$ cat src/rtl/ysyx_25060170_ifu_hs_if.sv
// ysyx_25060170_ifu_hs_if: instruction-memory bus, EXU redirect and IDU channel seen by the IFU
interface ysyx_25060170_ifu_hs_if #(
    parameter int XLEN = 32
);
    logic            imem_req_valid;
    logic            imem_req_ready;
    logic [XLEN-1:0] imem_req_addr;
    logic            imem_rsp_valid;
    logic            imem_rsp_ready;
    logic [XLEN-1:0] imem_rsp_data;
    logic            imem_rsp_err;
    logic            redirect_valid;
    logic [XLEN-1:0] redirect_pc;
    logic            out_valid;
    logic            out_ready;
    logic [XLEN-1:0] out_pc;
    logic [XLEN-1:0] out_inst;
    logic            out_fault;

    // IFU side
    modport master (
        output imem_req_valid, imem_req_addr, imem_rsp_ready,
        output out_valid, out_pc, out_inst, out_fault,
        input  imem_req_ready, imem_rsp_valid, imem_rsp_data, imem_rsp_err,
        input  redirect_valid, redirect_pc, out_ready
    );

    // memory / EXU / IDU side
    modport slave (
        input  imem_req_valid, imem_req_addr, imem_rsp_ready,
        input  out_valid, out_pc, out_inst, out_fault,
        output imem_req_ready, imem_rsp_valid, imem_rsp_data, imem_rsp_err,
        output redirect_valid, redirect_pc, out_ready
    );
endinterface

$ cat src/rtl/ysyx_25060170_ifu_hs.sv
// ysyx_25060170_ifu_hs: handshaked instruction fetch unit, one fetch in flight, redirectable
module ysyx_25060170_ifu_hs #(
    parameter int              XLEN     = 32,
    parameter logic [XLEN-1:0] RESET_PC = 32'h8000_0000,
    parameter int              CNT_W    = 32
) (
    input  logic                   clk,
    input  logic                   rst_n,
    ysyx_25060170_ifu_hs_if.master bus,
    output logic [CNT_W-1:0]       fetch_cnt
);
    typedef enum logic [1:0] {S_REQ, S_WAIT, S_OUT} state_t;

    state_t            state_q, state_d;
    logic [XLEN-1:0]   pc_q, pc_d, inst_q, inst_d;
    logic              stale_q, stale_d, fault_q, fault_d;
    logic [CNT_W-1:0]  cnt_q, cnt_d;
    logic              redir, req_hs, rsp_hs, out_hs, tgt_mis, drop, load_mem, load_mis;

    assign redir   = bus.redirect_valid;
    assign req_hs  = state_q == S_REQ && bus.imem_req_ready;
    assign rsp_hs  = state_q == S_WAIT && bus.imem_rsp_valid;
    assign out_hs  = state_q == S_OUT && !redir && bus.out_ready;
    // Where the PC will point after this cycle is misaligned: such a target is
    // delivered as a fault straight from S_OUT instead of being fetched.
    assign tgt_mis = redir ? bus.redirect_pc[1:0] != 2'b00 : pc_q[1:0] != 2'b00;
    // A response is thrown away if a redirect happened after its request left.
    assign drop    = stale_q || redir;

    // State register
    always_ff @(posedge clk or negedge rst_n) begin
        if (!rst_n) state_q <= S_REQ;
        else        state_q <= state_d;
    end

    // Next state: redirects pre-empt everything; a stale response is drained first
    always_comb begin
        state_d = state_q;
        unique case (state_q)
            S_REQ:   state_d = req_hs ? S_WAIT : (redir && tgt_mis) ? S_OUT : S_REQ;
            S_WAIT:  state_d = !rsp_hs ? S_WAIT : !drop ? S_OUT : tgt_mis ? S_OUT : S_REQ;
            S_OUT:   state_d = redir ? (tgt_mis ? S_OUT : S_REQ) : out_hs ? S_REQ : S_OUT;
            default: state_d = S_REQ;
        endcase
    end

    // Outputs: request/response handshake enables and the combinational redirect kill
    always_comb begin
        bus.imem_req_valid = rst_n && state_q == S_REQ;
        bus.imem_req_addr  = pc_q;
        bus.imem_rsp_ready = state_q == S_WAIT;
        bus.out_valid      = state_q == S_OUT && !redir;
        bus.out_pc         = pc_q;
        bus.out_inst       = inst_q;
        bus.out_fault      = fault_q;
        fetch_cnt          = cnt_q;
    end

    // Datapath next values: PC, stale flag, delivered word/fault and the handshake counter
    always_comb begin
        load_mem = rsp_hs && !drop;
        load_mis = state_d == S_OUT && drop;
        pc_d     = redir ? bus.redirect_pc : out_hs ? pc_q + XLEN'(4) : pc_q;
        stale_d  = rsp_hs ? 1'b0 : stale_q || (redir && (state_q == S_WAIT || req_hs));
        inst_d   = load_mis ? '0 : load_mem ? (bus.imem_rsp_err ? '0 : bus.imem_rsp_data) : inst_q;
        fault_d  = load_mis ? 1'b1 : load_mem ? bus.imem_rsp_err : fault_q;
        cnt_d    = cnt_q + CNT_W'(out_hs);
    end

    // Datapath registers
    always_ff @(posedge clk or negedge rst_n) begin
        if (!rst_n) begin
            pc_q    <= RESET_PC;
            stale_q <= 1'b0;
            inst_q  <= '0;
            fault_q <= 1'b0;
            cnt_q   <= '0;
        end else begin
            pc_q    <= pc_d;
            stale_q <= stale_d;
            inst_q  <= inst_d;
            fault_q <= fault_d;
            cnt_q   <= cnt_d;
        end
    end
endmodule

$ cat src/flat_wrapper.sv
// flat-port wrapper written by rule: the top's interface ports become plain ports
module ysyx_25060170_ifu_hs_flat 
#(
    parameter int              XLEN     = 32,
    parameter logic [XLEN-1:0] RESET_PC = 32'h8000_0000,
    parameter int              CNT_W    = 32
)
  (clk, rst_n, fetch_cnt, bus_imem_req_valid, bus_imem_req_addr, bus_imem_rsp_ready, bus_out_valid, bus_out_pc, bus_out_inst, bus_out_fault, bus_imem_req_ready, bus_imem_rsp_valid, bus_imem_rsp_data, bus_imem_rsp_err, bus_redirect_valid, bus_redirect_pc, bus_out_ready);
  ysyx_25060170_ifu_hs_if #(.XLEN(XLEN)) bus_i ();
  input  logic clk;
  input  logic rst_n;
  output logic [CNT_W-1:0] fetch_cnt;
  output wire logic [$bits(bus_i.imem_req_valid)-1:0] bus_imem_req_valid;
  output wire logic [$bits(bus_i.imem_req_addr)-1:0] bus_imem_req_addr;
  output wire logic [$bits(bus_i.imem_rsp_ready)-1:0] bus_imem_rsp_ready;
  output wire logic [$bits(bus_i.out_valid)-1:0] bus_out_valid;
  output wire logic [$bits(bus_i.out_pc)-1:0] bus_out_pc;
  output wire logic [$bits(bus_i.out_inst)-1:0] bus_out_inst;
  output wire logic [$bits(bus_i.out_fault)-1:0] bus_out_fault;
  input wire logic [$bits(bus_i.imem_req_ready)-1:0] bus_imem_req_ready;
  input wire logic [$bits(bus_i.imem_rsp_valid)-1:0] bus_imem_rsp_valid;
  input wire logic [$bits(bus_i.imem_rsp_data)-1:0] bus_imem_rsp_data;
  input wire logic [$bits(bus_i.imem_rsp_err)-1:0] bus_imem_rsp_err;
  input wire logic [$bits(bus_i.redirect_valid)-1:0] bus_redirect_valid;
  input wire logic [$bits(bus_i.redirect_pc)-1:0] bus_redirect_pc;
  input wire logic [$bits(bus_i.out_ready)-1:0] bus_out_ready;
  assign bus_imem_req_valid = bus_i.imem_req_valid;
  assign bus_imem_req_addr = bus_i.imem_req_addr;
  assign bus_imem_rsp_ready = bus_i.imem_rsp_ready;
  assign bus_out_valid = bus_i.out_valid;
  assign bus_out_pc = bus_i.out_pc;
  assign bus_out_inst = bus_i.out_inst;
  assign bus_out_fault = bus_i.out_fault;
  assign bus_i.imem_req_ready = bus_imem_req_ready;
  assign bus_i.imem_rsp_valid = bus_imem_rsp_valid;
  assign bus_i.imem_rsp_data = bus_imem_rsp_data;
  assign bus_i.imem_rsp_err = bus_imem_rsp_err;
  assign bus_i.redirect_valid = bus_redirect_valid;
  assign bus_i.redirect_pc = bus_redirect_pc;
  assign bus_i.out_ready = bus_out_ready;
  ysyx_25060170_ifu_hs #(.XLEN(XLEN), .RESET_PC(RESET_PC), .CNT_W(CNT_W)) u_core (.clk(clk), .rst_n(rst_n), .bus(bus_i), .fetch_cnt(fetch_cnt));
endmodule
$ cat config.mk
export PLATFORM = sky130hd
export DESIGN_NAME = ysyx_25060170_ifu_hs_flat
export DESIGN_NICKNAME = d
export VERILOG_FILES = /design/src/rtl/ysyx_25060170_ifu_hs_if.sv /design/src/rtl/ysyx_25060170_ifu_hs.sv /design/src/flat_wrapper.sv
export SDC_FILE = /design/constraint.sdc
export NUM_CORES = 1
export LEC_CHECK = 0
export ABC_AREA = 1
export CAP_MARGIN = 30
export CORE_ASPECT_RATIO = 1.1
export CORE_MARGIN = 2
export CORE_UTILIZATION = 45
export DETAILED_ROUTE_END_ITERATION = 16
export PLACE_DENSITY = 0.85
export RECOVER_POWER = 25
export REMOVE_ABC_BUFFERS = 1
export SLEW_MARGIN = 30
export SYNTH_ARGS = -nofsm -noshare
export SYNTH_HDL_FRONTEND = slang
export SYNTH_SLANG_ARGS = --single-unit
$ cat constraint.sdc
create_clock -name clk -period 3.6 [get_ports clk]
set_input_delay 0.72 -clock clk [delete_from_list [all_inputs] [get_ports clk]]
set_output_delay 0.72 -clock clk [all_outputs]
set_load 0.05 [all_outputs]
==> results of run 1 <==
[worst max-delay path, delay by kind of cell]
family / cells / cell delay (ns)
buffers and inverters: 3 / 1.57
AND/OR/NAND/NOR: 1 / 0.11
[power groups by stage]
stage	logic (W)	registers (W)	clock network [W]
CTS	0.00182	0.00147	0.000929
global placement	0.00180	0.00149	0
global route	0.00193	0.00150	0.000983
finish	0.00182	0.00147	0.000920
floorplan	0.000477	0.00213	0
detailed placement	0.00182	0.00149	0
[worst max-delay path by stage]
stage / start / endpoint / cells past startpoint
2_1_floorplan: bus_redirect_valid / u_core.fetch_cnt[22]$_DFF_PN0_ / 11
3_3_place_gp: bus_redirect_valid / u_core.fetch_cnt[22]$_DFF_PN0_ / 12
3_5_place_dp: bus_redirect_valid / u_core.fetch_cnt[22]$_DFF_PN0_ / 12
4_1_cts: bus_redirect_valid / u_core.fetch_cnt[22]$_DFF_PN0_ / 12
5_1_grt: bus_redirect_valid / bus_out_valid / 4
6_report: bus_redirect_valid / bus_out_valid / 4
[flip-flops by register name, indices dropped and copies added (netlist names)]
register / cells
u_core.bus.out_inst: 32
u_core.state_q: 2
u_core.bus.out_fault: 1
u_core.fetch_cnt: 32
u_core.bus.imem_req_addr: 32
u_core.stale_q: 1
[kinds of logic (layout without fill, tap and decap cells)]
logic type	Yosys count	in the layout	synth area share, %
simple gates	482	482	36.0
buf+inv	115	285	10.3
flops	100	100	43.5
fa+ha+maj	3	3	0.652
compound gates	54	54	5.13
xor+xnor	29	29	4.41
[cell usage in the layout, fill, tap and decap left out, types with 2 or more instances in the layout]
| master | n |
|---|---|
| ha_1 | 3 |
| inv_1 | 57 |
| a21oi_1 | 13 |
| o211ai_1 | 2 |
| nor2_4 | 2 |
| clkbuf_1 | 4 |
| xor2_1 | 16 |
| nand3_1 | 77 |
| dfrtp_1 | 99 |
| o21bai_1 | 2 |
| inv_2 | 4 |
| clkdlybuf4s50_1 | 198 |
| o22ai_1 | 6 |
| or2_2 | 5 |
| nor3_1 | 12 |
| clkinv_4 | 3 |
| nor2_2 | 6 |
| nand4_1 | 9 |
| o21ai_0 | 26 |
| o21ai_1 | 2 |
| buf_4 | 6 |
| xnor2_1 | 13 |
| nand3b_1 | 3 |
| and3_1 | 2 |
| inv_6 | 2 |
| nor2_1 | 96 |
| clkbuf_16 | 9 |
| nand2_1 | 262 |
[per-stage QoR]
stage          setup slack [ns]  power [W]  hold WS [ns]  cell area, um^2
2_1_floorplan             0.781    0.00261         0.424             5390
4_1_cts                   0.738    0.00422         0.494             7920
3_5_place_dp              0.382    0.00331         0.485             7640
6_report                  0.468    0.00421         0.478             7910
5_1_grt                   0.382    0.00441         0.524             7910
3_3_place_gp              0.481    0.00329         0.469             7640
[cell type report]
type,instances,share of cell area (%)
clock buffer,11,2.94
clock inverter,5,0.554
inverter,61,2.90
multi-input combinational,568,33.6
sequential,100,31.7
tap,157,2.48
timing repair buffer,208,25.9
[metal layers]
layer	global-route usage (%)	up-vias	wire [um]
li1	-	2793	-
met1	32.5	2640	6850
met2	39.8	317	8020
met3	4.44	32	1490
met4	8.80	0	391
met5	0	-	0
==> results.tsv, run 1 <==
metric	value	unit
Worst Hold Depth	1	
ANT cells	0	
Final Cycle Share	87.0	%
die width	112	um
layout cell share with drive strength beyond 1	4.93	%
Hold Path Origin	u_core.fetch_cnt[31]$_DFF_PN0_	
most area-consuming cells after synthesis	dfrtp_1 (43%), nand2_1 (17%), nand3_1 (6.7%)	
CTS Buffer Depth	2	
clock latency on the worst-skew pair	0.35	ns
Die Footprint	13700	um^2
Hold WC Path Type	flip-flop to flip-flop	
Synth Flop Type	dfrtp_1	
first-pass GRT wire length	26.7	mm
port bufs	202	
commonest cells in the netlist	nand2_1 (262), dfrtp_1 (99), nor2_1 (95)	
fin cells	1110	
Slew Limit Fails	0	
min cycle time layout	3.13	ns
Flop pwr share	35.0	%
Post-CTS Setup Inserts	0	
CP max-delay cell	clkbuf_1	
Final HPWL DP	12.3	mm
area of the multi-input gates	2650	um^2
FF-to-FF setup slack	1.14	ns
core area	12500	um^2
max-capacitance violation count	0	
DR iter-0 viols	486	
die height	123	um
PwrDens	532	nW/um^2
IO Count	203	
Post-Route Utilization	63.1	%
CTS tree	yes	
Distinct cells, synth	38	
Fmax	319	MHz
TritonCTS buffer count	9	
# clock sinks	100	
RSZ-0062 raised after global routing	false	
cell count after placement	1094	
largest net degree at the start of global routing	57	
Peak VDD IR	0.421	mV
Data required, critical path	2.88	ns
Mean Syn Cell Area	7.35	um^2
Syn-to-layout area delta	37.4	%
Root Buffer Master	clkbuf_16	
Hold EP	u_core.fetch_cnt[31]$_DFF_PN0_	
DR pass1 iterations	10	
crit path launch type	input port	
post-route setup TNS	0	ns
yosys warns	0	
Core Rows	43	
register bit count reported by yosys	100	
mapped cell area	5750	um^2
global placement routability congestion	0.965	
Gate power share	43.1	%
clk slew on worst S/H paths	0.07	ns
drt total wl	16.7	mm
DRC	0	
ANT nets after route	0	
Final Hold Viols	0	
reg2reg path depth	10	
vias in the first global route	5359	
routed via count	5782	
switch share	44.8	%
number of synthesized flops with an enable pin	0	
Power Internal	0.00233	W
H-tree Lvls	3	
grt total ovfl	0	
vias per std cell	5.21	
FF+latch area	2500	um^2
register area share after synthesis	43.5	%
worst r2r src	u_core.state_q[1]$_DFF_PN0_	
Worst Clk Skew	0.0124	ns
reg2reg end	u_core.fetch_cnt[22]$_DFF_PN0_	
Initial Utilization	45.9	%
cell taking the most area after synthesis	dfrtp_1	
Max stage delay on crit path	0.79	ns
Worst-Margin Slew	1.35	ns
share of synthesized registers carrying an async set or reset	100	%
fillcell total	1075	
Rel. slew slack	10.1	%
CP arrival	2.41	ns
Final setup viols	0	
most common cell in the netlist	nand2_1	
Hold-fix buffers, CTS	0	
top cell type's share of synthesized area	43.1	%
Total GRT Usage	24.3	%
LEAKAGE	3.66	nW
switching power	0.00189	W
Max FO, Critical Path	20	
Clock power frac	21.9	%
Cells after Synth	783	
CP Cell Sequence	clkdlybuf4s50_1, clkbuf_1, nor2_1, buf_4	
NumNets Final	1022	
critical path capture point type	output pin	
Worst Path Class, Setup	input port to output pin	
post_cts resized	0	
DR WL/cell	15.1	um
antenna violations before repair	0	
status	completed	
Note: power is estimated with default switching activity, not from simulation.
==> run 2, diff against run 1 <==
--- a/config.mk
+++ b/config.mk
@@ -14,7 +14,7 @@
 export PLACE_DENSITY = 0.85
 export RECOVER_POWER = 25
 export REMOVE_ABC_BUFFERS = 1
-export SLEW_MARGIN = 30
+export SLEW_MARGIN = 20
 export SYNTH_ARGS = -nofsm -noshare
 export SYNTH_HDL_FRONTEND = slang
 export SYNTH_SLANG_ARGS = --single-unit
==> results of run 2 <==
No change in the layout: final DEF, timing and power equal those of run 1.
==> run 3, diff against run 2 <==
--- a/config.mk
+++ b/config.mk
@@ -10,6 +10,7 @@
 export CORE_ASPECT_RATIO = 1.1
 export CORE_MARGIN = 2
 export CORE_UTILIZATION = 45
+export CTS_CLUSTER_SIZE = 24
 export DETAILED_ROUTE_END_ITERATION = 16
 export PLACE_DENSITY = 0.85
 export RECOVER_POWER = 25
==> results of run 3 <==
No change in the layout: final DEF, timing and power equal those of run 1.
